**src/rtl/bcd_sel_encoder.sv**
```systemverilog
// bcd_sel_encoder: keypad digit accumulator that maps a 1..4 digit BCD entry
// onto the 3-bit current (selC) or frequency (selF) select code.
// Optional feature macro: BCD_SEL_NEAREST_MATCH_EN -- when defined, a value
// with no exact table entry rounds down to the largest entry below it and is
// flagged with approx; when undefined every non-exact value is an error.
module bcd_sel_encoder #(
   parameter int unsigned MAX_DIGITS  = 4,
   parameter int unsigned TIMEOUT_CYC = 0
) (
   input  logic       clk,
   input  logic       rst_n,
   input  logic       mode,
   input  logic [3:0] digit_in,
   input  logic       digit_valid,
   input  logic       enter,
   input  logic       clear,
   output logic [2:0] selC,
   output logic [2:0] selF,
   output logic       sel_valid,
   output logic       err,
   output logic       approx,
   output logic       busy,
   output logic [2:0] digit_cnt,
   output logic [3:0] r0,
   output logic [3:0] r1,
   output logic [3:0] r2,
   output logic [3:0] r3
);

   // 14 bits hold the largest 4-digit entry (9999)
   localparam int unsigned VW      = 14;
   localparam int unsigned TW      = (TIMEOUT_CYC > 2) ? $clog2(TIMEOUT_CYC) : 1;
   localparam logic [TW-1:0] T_LAST = TW'((TIMEOUT_CYC == 0) ? 0 : TIMEOUT_CYC - 1);
   localparam logic [2:0]  MAX_CNT = 3'(MAX_DIGITS);

   typedef enum logic [1:0] {IDLE, ENTRY, MATCH, DONE} state_t;

   state_t          state;
   logic            mode_q;
   logic [TW-1:0]   tcnt;
   logic            res_ok;
   logic            res_approx;
   logic [2:0]      res_code;

   logic [VW-1:0]   value_c;
   logic            hit_c;
   logic [2:0]      hit_code_c;
   logic            near_c;
   logic [2:0]      near_code_c;

   // Table lookup: code -> value for the current or frequency table
   function automatic logic [VW-1:0] tab_val(input logic freq, input logic [2:0] code);
      logic [VW-1:0] v;
      v = '0;
      if (freq) begin
         case (code)
            3'd0: v = VW'(30);
            3'd1: v = VW'(50);
            3'd2: v = VW'(75);
            3'd3: v = VW'(100);
            3'd4: v = VW'(125);
            3'd5: v = VW'(150);
            3'd6: v = VW'(175);
            3'd7: v = VW'(200);
         endcase
      end else begin
         case (code)
            3'd0: v = VW'(10);
            3'd1: v = VW'(50);
            3'd2: v = VW'(100);
            3'd3: v = VW'(200);
            3'd4: v = VW'(400);
            3'd5: v = VW'(600);
            3'd6: v = VW'(800);
            3'd7: v = VW'(1000);
         endcase
      end
      return v;
   endfunction

   // Binary value of the BCD entry; leading zeros fall out naturally
   assign value_c = VW'(r3) * VW'(1000) + VW'(r2) * VW'(100)
                  + VW'(r1) * VW'(10) + VW'(r0);

   // Search the latched table for an exact hit and the nearest entry below
   always_comb begin
      hit_c       = 1'b0;
      hit_code_c  = '0;
      near_c      = 1'b0;
      near_code_c = '0;
      for (int i = 0; i < 8; i++) begin
         if (tab_val(mode_q, 3'(i)) == value_c) begin
            hit_c      = 1'b1;
            hit_code_c = 3'(i);
         end
`ifdef BCD_SEL_NEAREST_MATCH_EN
         // Tables are ascending, so the last entry below the value wins
         if (tab_val(mode_q, 3'(i)) < value_c) begin
            near_c      = 1'b1;
            near_code_c = 3'(i);
         end
`endif
      end
   end

   // Entry FSM: digit collection, match, commit and timeout
   always_ff @(posedge clk or negedge rst_n) begin
      if (!rst_n) begin
         state      <= IDLE;
         mode_q     <= 1'b0;
         tcnt       <= '0;
         res_ok     <= 1'b0;
         res_approx <= 1'b0;
         res_code   <= '0;
         selC       <= '0;
         selF       <= '0;
         sel_valid  <= 1'b0;
         err        <= 1'b0;
         approx     <= 1'b0;
         busy       <= 1'b0;
         digit_cnt  <= '0;
         r0         <= '0;
         r1         <= '0;
         r2         <= '0;
         r3         <= '0;
      end else begin
         sel_valid <= 1'b0;
         err       <= 1'b0;
         approx    <= 1'b0;
         case (state)
            IDLE, ENTRY: begin
               if (clear) begin
                  r0        <= '0;
                  r1        <= '0;
                  r2        <= '0;
                  r3        <= '0;
                  digit_cnt <= '0;
                  tcnt      <= '0;
                  state     <= IDLE;
               end else if (enter) begin
                  if (digit_cnt == 3'd0) begin
                     err <= 1'b1;
                  end else begin
                     mode_q <= mode;
                     busy   <= 1'b1;
                     state  <= MATCH;
                  end
               end else if (digit_valid) begin
                  if (digit_in <= 4'd9 && digit_cnt < MAX_CNT) begin
                     r3        <= r2;
                     r2        <= r1;
                     r1        <= r0;
                     r0        <= digit_in;
                     digit_cnt <= digit_cnt + 3'd1;
                     tcnt      <= '0;
                     state     <= ENTRY;
                  end else begin
                     err <= 1'b1;
                  end
               end else if (TIMEOUT_CYC != 0 && state == ENTRY) begin
                  if (tcnt == T_LAST) begin
                     r0        <= '0;
                     r1        <= '0;
                     r2        <= '0;
                     r3        <= '0;
                     digit_cnt <= '0;
                     tcnt      <= '0;
                     err       <= 1'b1;
                     state     <= IDLE;
                  end else begin
                     tcnt <= tcnt + TW'(1);
                  end
               end
            end
            MATCH: begin
               res_ok     <= hit_c | near_c;
               res_approx <= ~hit_c & near_c;
               res_code   <= hit_c ? hit_code_c : near_code_c;
               state      <= DONE;
            end
            DONE: begin
               if (res_ok) begin
                  if (mode_q) selF <= res_code;
                  else        selC <= res_code;
                  sel_valid <= 1'b1;
                  approx    <= res_approx;
               end else begin
                  err <= 1'b1;
               end
               r0        <= '0;
               r1        <= '0;
               r2        <= '0;
               r3        <= '0;
               digit_cnt <= '0;
               tcnt      <= '0;
               busy      <= 1'b0;
               state     <= IDLE;
            end
            default: state <= IDLE;
         endcase
      end
   end

endmodule
```
**config.mk**
```make
export PLATFORM = sky130hd
export DESIGN_NAME = bcd_sel_encoder
export DESIGN_NICKNAME = d
export VERILOG_FILES = /design/src/rtl/bcd_sel_encoder.sv
export SDC_FILE = /design/constraint.sdc
export NUM_CORES = 1
export LEC_CHECK = 0
export ABC_AREA = 0
export CORE_MARGIN = 8
export CORE_UTILIZATION = 56
export CTS_CLUSTER_SIZE = 30
export DETAILED_ROUTE_END_ITERATION = 10
export PLACE_DENSITY = 0.79
export SYNTH_ARGS = -nofsm -noshare
export SYNTH_HDL_FRONTEND = slang
export SYNTH_SLANG_ARGS = --single-unit
```
**constraint.sdc**
```tcl
create_clock -name clk -period 10.7 [get_ports clk]
set_input_delay 1.605 -clock clk [delete_from_list [all_inputs] [get_ports clk]]
set_output_delay 1.605 -clock clk [all_outputs]
set_load 0.01 [all_outputs]
```
Word level (Yosys, flattened, before mapping)

Cells that the tools add are included.

Add/sub/neg operators: 4
Multipliers: 3
Order comparisons: 2
Eq/ne operators: 20
Multiplexer cells: 67
Bitwise gates (word level): 3
Reduce and logical (&&, ||, !) cells: 11

Operator list:

| kind                                                                 | count |
|---|---|
| 14-bit == test                                                       | 7 |
| 4-bit 2-to-1 mux                                                     | 16 |
| 3-bit 2-to-1 mux                                                     | 11 |
| 4-bit case mux with 2 select lines                                   | 4 |
| 10-bit 2-to-1 mux                                                    | 3 |
| 1-bit 2-to-1 mux                                                     | 20 |
| 14-bit by 11-bit adder with 14-bit output                            | 1 |
| 14-bit by 4-bit adder with 14-bit output                             | 1 |
| 14-bit by 8-bit adder with 14-bit output                             | 1 |
| 6-bit by 14-bit == test with 1-bit output (first input constant)     | 1 |
| 4-bit != test (second input constant)                                | 3 |
| 4-bit AND reduction                                                  | 3 |
| 4-bit by 7-bit multiplier with 11-bit output (second input constant) | 1 |
| 2-bit 2-to-1 mux                                                     | 5 |
| 4-bit by 5-bit multiplier with 9-bit output (second input constant)  | 1 |
| 9-bit 2-to-1 mux                                                     | 1 |
| 3-bit != test (second input constant)                                | 3 |
| 3-bit AND reduction                                                  | 3 |
| 8-bit 2-to-1 mux                                                     | 1 |
| 4-bit by 3-bit multiplier with 7-bit output (second input constant)  | 1 |
| 6-bit 2-to-1 mux                                                     | 1 |
| 2-bit != test (second input constant)                                | 3 |
| 2-bit case mux with 3 select lines                                   | 1 |
| 3-bit case mux with 2 select lines                                   | 1 |
| other kinds (13)                                                     | 17 |

Register bits: 35
Input bits: 10
Output and inout port bits: 29
Word-level logic and storage cells: 124

Logic depth before layout (Yosys ltp)

Depth in word-level cells: 14
Depth in mapped cells: 19
Depth with buffers taken out: 18

Worst setup path after synthesis

OpenSTA, ideal clock, no wires.

Path kind: reg2reg
Start point: register r3[2]
End point: register res_ok
Library setup time: 0.124 ns
Data arrival time: 4.586 ns
Required time: 10.576 ns
Slack: 5.990 ns
Stages on the path, launching flop included: 19
Buffers on the path: 1
Clock period less this slack: 4.710 ns
Path through: dfrtp_1 > fa_1 > fa_1 > ha_1 > a21o_1 > a21oi_1 > xnor2_1 > ha_1 > ha_1 > ha_1 > and4_1 > nand4_1 > and3b_1 > clkbuf_1 > a21oi_1 > o21ai_0 > o22ai_2 > o211ai_2 > nand3_2

Word-level cells in the longest chain between the ends: 13

RTL lines:

| element                                          | RTL line | text |
|---|---|---|
| start, declared                                  | 27       | `output logic [3:0] r3` |
| start signal, assigned                           | 150      | `r3 <= r2;` |
| 4-bit by 7-bit multiplier with 11-bit output (*) | 82       | `assign value_c = VW'(r3) * VW'(1000) + VW'(r2) * VW'(100)` |
| 14-bit by 11-bit adder with 14-bit output (*)    | 82       |  |
| 14-bit by 8-bit adder with 14-bit output (*)     | 83       | `+ VW'(r1) * VW'(10) + VW'(r0);` |
| 14-bit by 4-bit adder with 14-bit output (*)     | 83       |  |
| 14-bit == test                                   | 92       | `if (tab_val(mode_q, 3'(i)) == value_c) begin` |
| 1-bit 2-to-1 mux (7 in series)                   | 92       |  |
| 1-bit 2-to-1 mux (*)                             | 92       |  |
| end signal, assigned                             | 176      | `res_ok <= hit_c \| near_c;` |
| end, declared                                    | 41       | `logic res_ok;` |

Every way passes the cells marked *; elsewhere a longest branch is shown, timed or not.
A chain may end at the register's enable or synchronous reset.

Final worst setup path

Same ends and word-level chain as after synthesis.

==> results.toml <==
[outcome]
status = "finished clean"

[die]
die_x_um = 95.7
fp.dieH_um = 95.7
start_util_pct = 57.0
die_area_sq_um = 9160
pin_count = 39
core_area_sq_um = 6240
rows = 29

[global_routing]
overflow = 0
grt_usage_pct = 17.9
grt_max_degree = 36
antenna_found_initial = 0
first_global_vias = 2852
grt_first_pass_wirelength_um = 13200

[layout]
syn_to_final_growth_pct = 14.3
antenna_cells = 0
nFillCells = 520
fin_area_sq_um = 4070
fin_nets = 509
finalNonFillerCells = 508
layout-drive-gt1-share_pct = 6.26

[sta]
setup_viol = 0
post-route-min-period_ns = 4.94
finalHoldViolCount = 0
relSlewSlack_pct = 50.4
whs_ns = 0.510
finalSetupTns_ns = 0
fmax_mhz = 203
skew_ns = 0.0133
timing.final.ws_setup_ns = 5.76
maxSlewViolCount = 0
rsz0062_at_grt = "no"
tightest_slew_ns = 0.743
period_share_pct = 46.1

[cts]
ctsHoldBuffers = 0
cts_tree = "built"
clock-root-buffer = "clkbuf_8"
cts_max_path_buffers = 2
clk_pin_slew_worst_paths_ns = 0.08
clk_latency_ns = 0.30
post-cts-setup-buffers = 0
cts_resized = 0
htreeDepth = 2
numCtsBuffers = 5
cts_sinks = 35

[yosys]
ys_top_cells_by_count = "ha_1, nand2_1, dfrtp_1, inv_1, o21ai_0"
synth_compound_area_share_pct = 15.9
synth_area_leaders = "dfrtp_1, ha_1, fa_1"
syn-instance-count = 397
synth_nets = 476
netlist-cell-type-count = 61
synth_area_leader_cell = "dfrtp_1"
synth-edff-count = 0
synth-seq-cells = 35
synth-xor-area-share_pct = 4.43
netlist_area_sq_um = 3560
synth_adder_area_share_pct = 27.9
synth_ff_type = "dfrtp_1"
yosys.area_share.simple_pct = 18.6
netlist.area_leader.share_pct = 24.6
synth.most_common_cell = "ha_1"
avgSynthCellArea_sq_um = 8.96
synth_top_family_by_area = "adder cells"
synth_mux_area_share_pct = 3.38
yosysWarnings = 0
synth-seq-area-share_pct = 24.6
synth-async-reset-ratio_pct = 100

[power_and_ir_drop]
p_per_area_nw_per_um2 = 258
internal_power_mw = 0.507
sw_frac_of_total_pct = 51.6
clkPwrFrac_pct = 9.3
irDropWorstVdd_uv = 162
pwr-share-comb_pct = 69.2
seqPwrFrac_pct = 21.5
leakagePower_nw = 2.04
p_sw_mw = 0.540

[route]
drcViolationCount = 0
ant_nets = 0
vias_per_cell = 5.82
wl_um = 7930
drt_first_iter_violations = 112
dr.pass1.iters = 4
post_drt_wl_per_cell_um = 15.6
vias = 2957

[hold_path]
hp-start = "selF[1]"
hold_path_depth = 1
holdPathEnd = "selF[1]"
hp-class = "reg -> reg"

[setup_path]
critPathRequiredTime_ns = 10.94
crit_fanout = 7
cp-start-kind = "flop"
path_class = "reg -> reg"
r2r_start = "r3[2]"
endpoint_kind = "flop"
worst_r2r_path_depth = 17
rrSetupSlack_ns = 5.76
arrival_ns = 5.18
reg2reg_to = "res_ok"

[placement]
place.gp.congestion = 0.929
place_ws_ns = 5.78
numPortBuffers = 37
dpl_cell_area_sq_um = 3980
hpwl_um = 6310
placed_cells = 500

[run]
maxCapViolations = 0
-- power groups by stage --
stage | clock (mW) | combinational, mW | sequential (mW)
finish | 0.0970 | 0.725 | 0.225
global route | 0.103 | 0.803 | 0.232
CTS | 0.0984 | 0.720 | 0.224
detailed placement | 0 | 0.714 | 0.226
global placement | 0 | 0.693 | 0.224
floorplan | 0 | 0.541 | 0.207
-- cell type report --
cell class                      instances  area, sq um  share of cell area [%]
Sequential cell                        35          876                    21.5
Timing Repair Buffer                   39          385                    9.48
Multi-Input combinational cell        317         2500                    61.6
Clock inverter                          2         12.5                   0.308
Inverter                               32          120                    2.95
Tap cell                               77         96.3                    2.37
Clock buffer                            6         72.6                    1.79
-- cell families after synthesis --
logic type | count (synthesis)
buffers and inverters | 45
muxes | 11
AOI/OAI and AO/OA | 88
xor gates and xnor gates | 18
other | 1
adders and majority gates | 69
and+or+nand+nor | 130
DFF | 35
-- how the worst max path moves through the flow --
stage | endpoint | startpoint | slack (ns) | cells past startpoint
after floorplan | res_ok | r3[2] | 5.99 | 18
after global placement | res_ok | r3[2] | 5.94 | 17
after detailed placement | res_ok | r3[2] | 5.78 | 17
after CTS | res_ok | r3[2] | 5.77 | 17
after global routing | res_code[1] | r3[2] | 5.47 | 17
final | res_ok | r3[2] | 5.76 | 17
-- layout by cell type, fill, tap and decap left out, types with 4 or more instances in the layout --
cell,instances
nand2_1,47
nand3_1,13
inv_1,32
and3_1,4
ha_1,52
a21o_1,5
nand2b_1,6
nand4_1,4
a31oi_1,5
xor2_1,8
clkdlybuf4s50_1,37
fa_1,17
nor2_1,22
mux2_2,8
dfrtp_1,35
o21ai_0,30
a21oi_1,20
nand3b_1,5
xnor2_1,10
clkbuf_8,5
o21ai_1,5
nor3_1,4
-- per-stage QoR --
stage | power [mW] | utilization (%)
after floorplan | 0.748 | -
after global placement | 0.917 | 63.8
after detailed placement | 0.940 | 63.8
after CTS | 1.04 | 65.1
after global routing | 1.14 | 65.1
final | 1.05 | 65.1
-- sequential cells by signal (all words and copies together), names as in the netlist, 3 cells and up --
| register | flops |
|---|---|
| r0 | 4 |
| r1 | 4 |
| r3 | 4 |
| res_code | 3 |
| r2 | 4 |
| selC | 3 |
| selF | 3 |
| digit_cnt | 3 |
-- layer usage --
layer  GRT usage (%)  vias up  part of all wire [%]
met2            28.4       67                    48
met4            4.87        0                   1.3
met1            24.1     1428                    46
met3            3.46       11                   4.4
li1                -     1451                     -
met5               0        -                     0
-- critical path: stages (launching register included) --
cell	delay, ns
dfrtp_1	0.47
fa_1	0.66
fa_1	0.46
ha_1	0.36
a21o_1	0.17
a21oi_1	0.22
xnor2_1	0.15
ha_1	0.25
ha_1	0.29
ha_1	0.36
and4_1	0.26
nand4_1	0.10
and3b_1	0.26
a211oi_1	0.23
o21ai_1	0.14
a21oi_1	0.27
o211ai_2	0.15
nand3_2	0.09
Note: power is estimated with default switching activity, not from simulation.
